[src/rtl/mux_nto1_rr.sv]
// mux_nto1_rr: N:1 selector with registered output, valid/ready handshakes, index or round-robin mode.
// Optional MUX_LOCK_EN adds per-channel lock requests that hold the round-robin grant on one channel.
module mux_nto1_rr #(
  parameter int WIDTH = 32,
  parameter int N = 4,
  localparam int SELW = (N > 2) ? $clog2(N) : 1
) (
  input  logic               clk,
  input  logic               rst_n,
  input  logic               mode_i,
  input  logic [SELW-1:0]    sel_i,
  input  logic [N*WIDTH-1:0] in_data_i,
  input  logic [N-1:0]       in_valid_i,
`ifdef MUX_LOCK_EN
  input  logic [N-1:0]       in_lock_i,
`endif
  output logic [N-1:0]       in_ready_o,
  output logic [WIDTH-1:0]   out_data_o,
  output logic [SELW-1:0]    out_ch_o,
  output logic               out_valid_o,
  input  logic               out_ready_i
);
  typedef enum logic {EMPTY, FULL} state_t;
  state_t state_q, state_d;
  logic [WIDTH-1:0] data_q, data_d;
  logic [SELW-1:0] ch_q, ch_d, ptr_q, ptr_d, gidx;
  logic [N-1:0] gnt, rr_gnt, sel_gnt;
  logic [WIDTH-1:0] ch_data [N];
  logic load, xfer;
  for (genvar k = 0; k < N; k++) begin : g_ch
    assign ch_data[k] = in_data_i[k*WIDTH +: WIDTH];
  end
  // Scan backwards so the first valid channel at or after p (mod N) wins.
  function automatic logic [N-1:0] rr_pick(input logic [N-1:0] v, input logic [SELW-1:0] p);
    rr_pick = '0;
    for (int i = N-1; i >= 0; i--) begin
      int j;
      j = (int'(p) + i) % N;
      if (v[j]) begin
        rr_pick = '0;
        rr_pick[j] = 1'b1;
      end
    end
  endfunction
  always_comb begin
    sel_gnt = '0;
    if (int'(sel_i) < N) sel_gnt[sel_i] = in_valid_i[sel_i];
  end
`ifdef MUX_LOCK_EN
  logic locked_q, locked_d;
  logic [SELW-1:0] lock_ch_q, lock_ch_d;
  logic [N-1:0] lock_gnt;
  always_comb begin
    lock_gnt = '0;
    lock_gnt[lock_ch_q] = 1'b1;
  end
  assign rr_gnt = locked_q ? lock_gnt : rr_pick(in_valid_i, ptr_q);
  assign locked_d = !mode_i ? 1'b0 : (xfer ? in_lock_i[gidx] : locked_q);
  assign lock_ch_d = (xfer && mode_i) ? gidx : lock_ch_q;
  always_ff @(posedge clk or negedge rst_n)
    if (!rst_n) begin
      locked_q <= 1'b0;
      lock_ch_q <= '0;
    end else begin
      locked_q <= locked_d;
      lock_ch_q <= lock_ch_d;
    end
`else
  assign rr_gnt = rr_pick(in_valid_i, ptr_q);
`endif
  assign gnt = mode_i ? rr_gnt : sel_gnt;
  assign load = (state_q == EMPTY) || out_ready_i;
  assign in_ready_o = rst_n ? (gnt & {N{load}}) : '0;
  assign xfer = |(in_valid_i & in_ready_o);
  always_comb begin
    gidx = '0;
    for (int i = 0; i < N; i++)
      if (gnt[i]) gidx = SELW'(i);
  end
  always_comb begin
    state_d = xfer ? FULL : (out_ready_i ? EMPTY : state_q);
    data_d = xfer ? ch_data[gidx] : data_q;
    ch_d = xfer ? gidx : ch_q;
    ptr_d = (xfer && mode_i) ? ((gidx == SELW'(N-1)) ? '0 : gidx + 1'b1) : ptr_q;
  end
  always_ff @(posedge clk or negedge rst_n)
    if (!rst_n) begin
      state_q <= EMPTY;
      data_q <= '0;
      ch_q <= '0;
      ptr_q <= '0;
    end else begin
      state_q <= state_d;
      data_q <= data_d;
      ch_q <= ch_d;
      ptr_q <= ptr_d;
    end
  assign out_valid_o = (state_q == FULL);
  assign out_data_o = data_q;
  assign out_ch_o = ch_q;
endmodule

[config.mk]
export PLATFORM = sky130hd
export DESIGN_NAME = mux_nto1_rr
export DESIGN_NICKNAME = d
export VERILOG_FILES = /design/src/rtl/mux_nto1_rr.sv
export SDC_FILE = /design/constraint.sdc
export NUM_CORES = 1
export LEC_CHECK = 0
export BUFFER_PORTS_ARGS = -buffer_cell sky130_fd_sc_hd__buf_4
export CAP_MARGIN = 10
export CELL_PAD_IN_SITES_DETAIL_PLACEMENT = 1
export CELL_PAD_IN_SITES_GLOBAL_PLACEMENT = 1
export CORE_ASPECT_RATIO = 1.1
export CORE_UTILIZATION = 25
export DETAILED_ROUTE_END_ITERATION = 16
export PLACE_DENSITY = 0.7
export SYNTH_ARGS = -nofsm -noshare
export SYNTH_HDL_FRONTEND = slang
export SYNTH_SLANG_ARGS = --single-unit
export TNS_END_PERCENT = 5
[constraint.sdc]
create_clock -name clk -period 3.6 [get_ports clk]
set_input_delay 0.18 -clock clk [delete_from_list [all_inputs] [get_ports clk]]
set_output_delay 0.18 -clock clk [all_outputs]
set_load 0.05 [all_outputs]
==> impl_metrics.toml, run 1 <==
[drt]
vias = 3650
wl_per_cell_microns = 18.5
routed_wl_microns = 13000
ant_nets = 0
dr.first_iter.drc_count = 162
drc_errors = 0
viasPerCell = 5.20
first_pass_iters = 4

[synthesis]
synth_area_per_cell_sq_um = 8.59
synth-simple-area-share_pct = 17.3
synthXorXnorAreaFrac_pct = 0
synthAdderAreaFrac_pct = 2.72
synth-compound-area-share_pct = 29.7
yosysSeqAreaShare_pct = 28.7
synth_mux_area_share_pct = 16.2
synth_nets = 520
synth_top_family_by_area = "compound AO/OA/AOI/OAI gates"
ys_seq_elements = 37
synth.distinct_cells = 43
syn_inst = 375
syn_area_sq_mm = 0.00322
yosysWarnings = 0

[power]
cellLeakagePower_nw = 2.15
p_per_area_mw_per_mm2 = 992
combPwrFrac_pct = 75.2
internal-power_mw = 2.31
switching_share_pct = 53.2
power.share.clock_pct = 9.3
power_frac_seq_pct = 15.4
power.total_mw = 4.92
peakVddDrop_uv = 528
p_sw_mw = 2.62

[worst_setup_path]
cpMostUsedCell = "buf_4"
worstSetupEndpointType = "register"
critical_path.max_fanout = 29
start_kind = "register"
cpPeakStageDelay_ns = 0.60
crit_chain = "buf_4 -> mux4_2 -> or4b_1 -> a221oi_4 -> or2_1 -> a222oi_1 -> buf_4 -> a21oi_4 -> buf_12 -> mux2_1"
required_ns = 3.76
crit_type = "reg2reg"
cp_slowest_cell = "or4b_1"
ff2ff_path_depth = 10
crit_arrival_ns = 3.67

[floorplan]
die_h_microns = 121
die_area_sq_mm = 0.0134
start_util_pct = 25.6
ioPinCount = 177
core_area_sq_mm = 0.0126
rows = 43
dieWidth_microns = 110

[timing]
skew_ns = 0.00728
period_share_pct = 97.4
slew-limit-headroom_pct = 35.1
worst_slew_pin_slew_ns = 0.972
rsz0062_at_grt = "true"
post-route-min-period_ns = 3.51
tns_ns = 0
hold_slack_ns = 0.0760
finalHoldViolations = 0
finalSetupViolCount = 0
max_freq_ghz = 0.285
timing.final.max_slew_violations = 0

[place]
finalWeightedCongestion = 0.900
io_buffer_count = 176
dpl.hpwl_microns = 9540
dp.cells = 692

[flow_run]
drv_cap = 0

[global_route]
grt_pass1_vias = 3913
overflow = 0
grtUsageTotal_pct = 19.5
grt_pass1_wl_microns = 20000
antenna_found_initial = 0
grt_max_degree = 39

[cts]
cts_made_buffers = 5
root_buffer = "clkbuf_16"
cts_tree = "built"
ctsHtreeMaxLevel = 2
clock_latency_ns = 0.28
cts.sinks = 37
clk_pin_slew_ns = 0.06
clk_path_buf_depth = 2

[layout]
final_common_cell = "buf_4"
fillers = 1515
layout_common_cells = "buf_4 (187), nand2_1 (69), dfrtp_1 (37)"
nNetsFinal = 689
drive_gt1_share_pct = 40.6
final_util_pct = 39.4
antennaDiodeCount = 0
fin_cells = 702
area_growth_pct = 54.0

[run_status]
status = "finished, final reports clean"

[worst_hold_path]
hold_depth = 2
hold_class = "in2reg"
## cell usage after synthesis, drive strengths merged
cell / count / area, sq um
nor2: 36 / 135
inv: 8 / 30.0
nand2b: 5 / 31.3
nor4b: 1 / 8.76
ha: 7 / 87.6
a2111oi: 2 / 55.1
o21ba: 1 / 10.0
buf: 5 / 46.3
nand2: 69 / 259
and3: 4 / 25.0
o21ai: 35 / 175
a31oi: 3 / 18.8
a21oi: 3 / 26.3
mux4: 3 / 67.6
nor3: 2 / 10.0
a211oi: 2 / 20.0
nor2b: 3 / 18.8
o21bai: 2 / 15.0
clkbuf: 26 / 97.6
nor4bb: 2 / 20.0
o31ai: 1 / 21.3
mux2: 36 / 405
or2: 1 / 6.26
mux2i: 5 / 50.1
or4b: 1 / 10.0
a22oi: 1 / 7.51
dfrtp: 37 / 926
o22ai: 2 / 12.5
a222oi: 1 / 10.0
a311oi: 32 / 280
nor3b: 1 / 7.51
nand4: 1 / 6.26
a31o: 1 / 8.76
a221oi: 1 / 15.0
or3b: 1 / 8.76
nand3: 2 / 10.0
o2bb2ai: 32 / 280
## cells by family (layout without fill, tap and decap cells)
logic type | Yosys count | after routing
AND/OR/NAND/NOR | 129 | 129
adder cells (fa/ha/maj) | 7 | 7
buffers and inverters | 39 | 209
multiplexers | 44 | 44
AO/OA/AOI/OAI | 119 | 119
flip-flops | 37 | 37
## power by group through the flow
stage / registers [mW] / clock network (mW) / logic, mW
final: 0.761 / 0.460 / 3.70
after detailed placement: 0.763 / 0 / 3.68
after global placement: 0.760 / 0 / 3.59
after global routing: 0.782 / 0.491 / 3.98
after floorplan: 1.45 / 0 / 1.79
after CTS: 0.762 / 0.473 / 3.70
## final timing paths
kind                              from              to  slack [ns]
min reg2reg                out_ch_o[1]     out_ch_o[1]        0.49
max in group asynchronous        rst_n  out_data_o[22]        2.81
min in group asynchronous        rst_n  out_data_o[31]        0.42
max reg2reg                   ptr_q[0]  out_data_o[28]        0.09
max                           ptr_q[0]  out_data_o[28]        0.09
min                        out_ready_i     out_valid_o        0.08
## layer usage
| layer | wire length (microns) | global-route usage (%) |
|---|---|---|
| met1 | 5230 | 22.6 |
| met2 | 6670 | 35.8 |
| met3 | 957 | 4.62 |
| met4 | 138 | 3.95 |
| met5 | 0 | 0 |
## what timing repair did
action,4_1_cts,5_1_grt
resized for setup,1,3
pin swaps,0,2
setup buffers,0,1
hold endpoints to repair,37,0
hold buffers,1,0
endpoints found under the setup margin,1,28
## worst max-delay path, delay by kind of cell (launching register included)
family | cells | cell delay (ns)
AOI/OAI and AO/OA | 3 | 0.69
buffers and inverters | 3 | 0.64
DFF | 1 | 0.34
muxes | 2 | 0.91
and+or+nand+nor | 2 | 0.79
## per-stage QoR
step / setup slack, ns / cell area (sq um)
after global routing: -0.0476 / 4960
after global placement: 0.180 / 4770
after detailed placement: 0.105 / 4770
after CTS: 0.0586 / 4930
after floorplan: 0.0359 / 3220
final: 0.0926 / 4960
## flip-flops by register name, summed over array words and instances (netlist names)
| register | cells |
|---|---|
| out_data_o | 32 |
| out_valid_o | 1 |
| ptr_q | 2 |
| out_ch_o | 2 |
## cell type report
type	count	area, sq um	share of cell area (%)
multi-input combinational	299	2160	43.5
timing repair buffer	193	1500	30.2
sequential	37	926	18.7
tap	157	196	3.96
clock buffer	6	139	2.80
inverter	8	30.0	0.605
clock inverter	2	13.8	0.277
Note: power is estimated with default switching activity, not from simulation.
==> inputs of run 2 (changes only) <==
ABC_AREA = 1   (was unset)
PLACE_DENSITY = 0.75   (was 0.7)
==> impl_metrics.toml, run 2 <==
[run_status]
status = "finished, final reports clean"

[synthesis]
yosysTopAreaCell = "nand2_1"
yosysSeqAreaShare_pct = 26.3
syn_inst = 647
synth_edf_count = 0
yosys.area.top_type_share_pct = 28.7
synth_nets = 792
ys_seq_elements = 37
synth_commonest_cells = "nand2_1 (269), nor2_1 (137), inv_1 (87), nand3_1 (55), dfrtp_1 (37)"
synthTopCellsByArea = "nand2_1 (29%), dfrtp_1 (26%), nor2_1 (15%)"
synthFlopType = "dfrtp_1"
synth_area_per_cell_sq_um = 5.44
synth.distinct_cells = 20
yosysMostFrequentCell = "nand2_1"
async_flop_share_pct = 100
syn_area_sq_mm = 0.00352
yosysWarnings = 0

[worst_setup_path]
worstSetupEndpointType = "output port"
crit_arrival_ns = 2.89
start_kind = "register"
required_ns = 3.42
critical_path.max_fanout = 34
crit_type = "reg2out"

[layout]
antennaDiodeCount = 0
drive_gt1_share_pct = 25.3
final_common_cell = "nand2_1"
largest_reg_flops = 32
nNetsFinal = 953
area_growth_pct = 45.0
layout_common_cells = "nand2_1 (269), buf_4 (182), nor2_1 (136)"

[drt]
viasPerCell = 4.32
vias = 4307
ant_nets = 0
drc_errors = 0
routed_wl_microns = 13500
wl_per_cell_microns = 13.6
first_pass_iters = 4
dr.first_iter.drc_count = 125

[floorplan]
start_util_pct = 25.5
die_area_sq_mm = 0.0146
dieWidth_microns = 115
rows = 45
ioPinCount = 177
core_area_sq_mm = 0.0138
die_h_microns = 126

[timing]
max_freq_ghz = 0.326
setup_ws_ns = 0.528
finalSetupViolCount = 0
skew_ns = 0.00720
post-route-min-period_ns = 3.07
slew-limit-headroom_pct = 54.7
tns_ns = 0
rsz0062_at_grt = "false"
period_share_pct = 85.3
worst_slew_pin_slew_ns = 0.679
finalHoldViolations = 0
timing.final.max_slew_violations = 0

[cts]
cts_tree = "built"
clk_path_buf_depth = 2
hold_buffers = 0
cts.sinks = 37
cts_made_buffers = 5
clk_pin_slew_ns = 0.06
cts_resized = 0
post_cts_buffers = 0
ctsHtreeMaxLevel = 2
clock_latency_ns = 0.29
root_buffer = "clkbuf_16"

[power]
switching_share_pct = 57.2
power.share.clock_pct = 10.5
p_per_area_mw_per_mm2 = 847
p_sw_mw = 2.48
power_frac_seq_pct = 17.3
combPwrFrac_pct = 72.2
internal-power_mw = 1.85
cellLeakagePower_nw = 3.15
peakVddDrop_uv = 303

[global_route]
grt_pass1_wl_microns = 21300
grtUsageTotal_pct = 18.8
overflow = 0
antenna_found_initial = 0
grt_pass1_vias = 4315
grt_max_degree = 46

[worst_hold_path]
hold_class = "in2async"

[place]
finalWeightedCongestion = 0.835
dpl.hpwl_microns = 10100
io_buffer_count = 176
pre_cts_slack_ns = 0.559

[flow_run]
drv_cap = 0
run 2: changes by cell type in the layout (fill, tap and decap cells not counted), moves of 7 or more:
cell       before  now
a311oi_1       32    0
nand3_1         2   55
nand2_1        69  269
mux2_2          7    0
nor2_1         35  136
inv_1           8   87
mux2_1         29    0
o2bb2ai_1      32    0
o21ai_1        13    3
o21ai_0        22    5
run 2: path summary, 6_finish.rpt:
kind	endpoint	startpoint	depth (start not counted)	slack, ns
worst max-delay path	in_ready_o[1]	ptr_q[1]	14	0.53
worst min-delay path	out_data_o[18]	rst_n	2	0.007
worst max register to register	out_data_o[31]	ptr_q[1]	17	0.55
worst min register to register	out_data_o[10]	out_data_o[10]	2	0.48
max in group asynchronous	ptr_q[1]	rst_n	2	3.23
min in group clk	out_valid_o	out_ready_i	4	0.18
run 2: power by group through the flow:
| stage | clock (mW) | sequential, mW | combinational, mW |
|---|---|---|---|
| 4_1_cts | 0.469 | 0.751 | 3.18 |
| 6_report | 0.454 | 0.749 | 3.12 |
| 5_1_grt | 0.486 | 0.773 | 3.48 |
| 3_5_place_dp | 0 | 0.751 | 3.17 |
| 3_3_place_gp | 0 | 0.744 | 3.13 |
| 2_1_floorplan | 0 | 1.39 | 1.66 |
run 2: worst max-delay path, stage by stage, from the launching register on:
cell	delay, ns
dfrtp_1	0.48
inv_1	0.18
ha_1	0.38
inv_1	0.09
nand3_1	0.12
nand2_2	0.11
nand2_1	0.10
inv_1	0.04
nand2_1	0.06
nand2_2	0.07
a21oi_4	0.16
buf_4	0.41
inv_1	0.09
nor2_1	0.10
buf_4	0.20
run 2: cell type report:
cell class / count / area, sq um
Clock buffer: 6 / 139
Multi-Input combinational cell: 492 / 2070
Clock inverter: 2 / 13.8
Fill cell: 1905 / 8690
Sequential cell: 37 / 926
Inverter: 89 / 334
Timing Repair Buffer: 183 / 1390
Tap cell: 188 / 235
run 2: per-layer routing:
layer / vias up / GRT usage (%) / routed length (microns)
li1: 2226 / - / -
met1: 1962 / 21.0 / 5590
met2: 104 / 35.2 / 6990
met3: 15 / 4.30 / 709
met4: 0 / 4.89 / 230
met5: - / 0 / 0
run 2: logic make-up (layout without fill, tap and decap cells):
family	count (synthesis)	in the layout	share of synthesized area, %
compound gates	12	12	2.42
buf+inv	118	280	15.1
flops	37	37	26.3
fa+ha+maj	7	7	2.49
simple gates	473	473	53.7
run 2: metrics by stage:
step                      std cells  area, sq um  hold slack [ns]  util [%]  power, mW
after floorplan                 647         3520           -0.116         -       3.05
after global placement          989         4950            0.342      35.9       3.87
after detailed placement        989         4950            0.345      35.9       3.92
after CTS                       997         5110           0.0384      37.0       4.40
after global routing            997         5110           0.0556      37.0       4.73
final                           997         5110          0.00711      37.0       4.33
==> inputs of run 3 (changes only) <==
REMOVE_ABC_BUFFERS = 1   (was unset)
==> impl_metrics.toml, run 3 (same netlist as run 2, synthesis figures left out) <==
[timing]
max_freq_ghz = 0.333
tns_ns = 0
worst_slew_pin_slew_ns = 0.662
post-route-min-period_ns = 3.01
setup_ws_ns = 0.593
rsz0062_at_grt = "false"
timing.final.max_slew_violations = 0
skew_ns = 0.00570
finalHoldViolations = 0
slew-limit-headroom_pct = 55.8
finalSetupViolCount = 0
period_share_pct = 83.5

[floorplan]
rows = 45
start_util_pct = 25.5
die_h_microns = 126
ioPinCount = 177
core_area_sq_mm = 0.0138
dieWidth_microns = 115
die_area_sq_mm = 0.0146

[layout]
drive_gt1_share_pct = 25.2
nNetsFinal = 953
final_util_pct = 37.1
final_common_cell = "nand2_1"
area_growth_pct = 45.1
layout_common_cells = "nand2_1 (269), buf_4 (180), nor2_1 (136)"
largest_reg_flops = 32
antennaDiodeCount = 0

[power]
p_per_area_mw_per_mm2 = 841
cellLeakagePower_nw = 3.15
switching_share_pct = 57.2
combPwrFrac_pct = 72.5
power.share.clock_pct = 10.0
power_frac_seq_pct = 17.4
peakVddDrop_uv = 236
internal-power_mw = 1.84
p_sw_mw = 2.46

[drt]
dr.first_iter.drc_count = 89
viasPerCell = 4.32
first_pass_iters = 4
wl_per_cell_microns = 13.1
routed_wl_microns = 13100
ant_nets = 0
vias = 4309
drc_errors = 0

[place]
finalWeightedCongestion = 0.848
dpl.hpwl_microns = 9890
io_buffer_count = 176
pre_cts_slack_ns = 0.623

[global_route]
grtUsageTotal_pct = 18.7
grt_pass1_vias = 4396
grt_max_degree = 39
overflow = 0
grt_pass1_wl_microns = 21400
antenna_found_initial = 0

[cts]
clock_latency_ns = 0.28
clk_path_buf_depth = 2
ctsHtreeMaxLevel = 2
clk_pin_slew_ns = 0.05
cts_tree = "built"
cts_made_buffers = 5
cts.sinks = 37
root_buffer = "clkbuf_16"

[worst_setup_path]
crit_type = "reg2out"
required_ns = 3.42
ff2ff_path_depth = 17
cpMostUsedCell = "inv_1"
critical_path.max_fanout = 34
crit_chain = "inv_1 -> ha_1 -> inv_1 -> nand3_1 -> nand2_2 -> nand2_1 -> inv_1 -> nand2_1 -> nand2_2 -> a21oi_4 -> buf_4 -> inv_1 -> nor2_1 -> buf_4"
r2r-start = "ptr_q[1]"
start_kind = "register"
crit_arrival_ns = 2.83
worstSetupEndpointType = "output port"
cpPeakStageDelay_ns = 0.47
cp_slowest_cell = "dfrtp_1"
r2r_slack_ns = 0.66
rr_endpoint = "out_data_o[27]"

[worst_hold_path]
holdCritStartpoint = "out_ready_i"
hold_class = "in2reg"
hold_depth = 4
holdPathEnd = "out_valid_o"

[run_status]
status = "finished, final reports clean"

[flow_run]
drv_cap = 0
## run 3: cell types whose count changed in the layout (fill, tap and decap cells not counted), sizes merged
| cell | change |
|---|---|
| buf | -1 |
| clkinvlp | +1 |
| dlygate4sd3 | +1 |
| clkbuf | -1 |
## run 3: per-layer routing
metal	GRT usage (%)	share of wire, %	up-vias
met2	34.8	51	108
met3	5.45	6.7	12
li1	-	-	2233
met1	20.9	42	1956
met4	3.44	0.93	0
met5	0	0	-
## run 3: how the worst max path moves through the flow
stage | slack (ns) | depth (start not counted) | startpoint | end
global route | 0.31 | 16 | ptr_q[1] | out_data_o[18]
floorplan | 0.22 | 17 | ptr_q[1] | out_data_o[0]
detailed placement | 0.62 | 17 | ptr_q[1] | out_data_o[28]
CTS | 0.55 | 14 | ptr_q[1] | in_ready_o[1]
global placement | 0.72 | 16 | ptr_q[1] | out_data_o[27]
finish | 0.59 | 14 | ptr_q[1] | in_ready_o[1]
## run 3: worst max-delay path: cells and delay by family (launching register included)
kind	cells	cell delay, ns
buffers and inverters	6	1.00
and+or+nand+nor	6	0.53
DFF	1	0.47
adders and majority gates	1	0.38
AOI/OAI and AO/OA	1	0.16
## run 3: cell type report
type / count / area (sq um)
fillers: 1909 / 8680
repair buffers: 183 / 1400
multi-input cells: 492 / 2070
clock buffers: 5 / 125
flip-flops and latches: 37 / 926
clock inverters: 3 / 17.5
well taps: 188 / 235
inverters: 89 / 334
## run 3: stage by stage
step	total power [mW]	cells	hold slack (ns)	cell area [sq um]
after floorplan	2.87	618	-0.116	3320
after global placement	3.88	988	0.206	4960
after detailed placement	3.93	988	0.210	4960
after CTS	4.38	997	0.151	5110
after global routing	4.71	997	0.165	5110
final	4.30	997	0.155	5110
## run 3: repair_timing
item,in CTS,in global routing
gates resized for setup,0,0
setup buffers,0,0
hold buffers,1,0
setup endpoints to repair,0,0
hold endpoints to repair,37,0
## run 3: power groups by stage
stage,registers (mW),logic [mW],clock network [mW]
3_5_place_dp,0.754,3.17,0
5_1_grt,0.774,3.48,0.464
6_report,0.748,3.12,0.432
4_1_cts,0.751,3.18,0.453
2_1_floorplan,1.39,1.48,0
3_3_place_gp,0.744,3.14,0
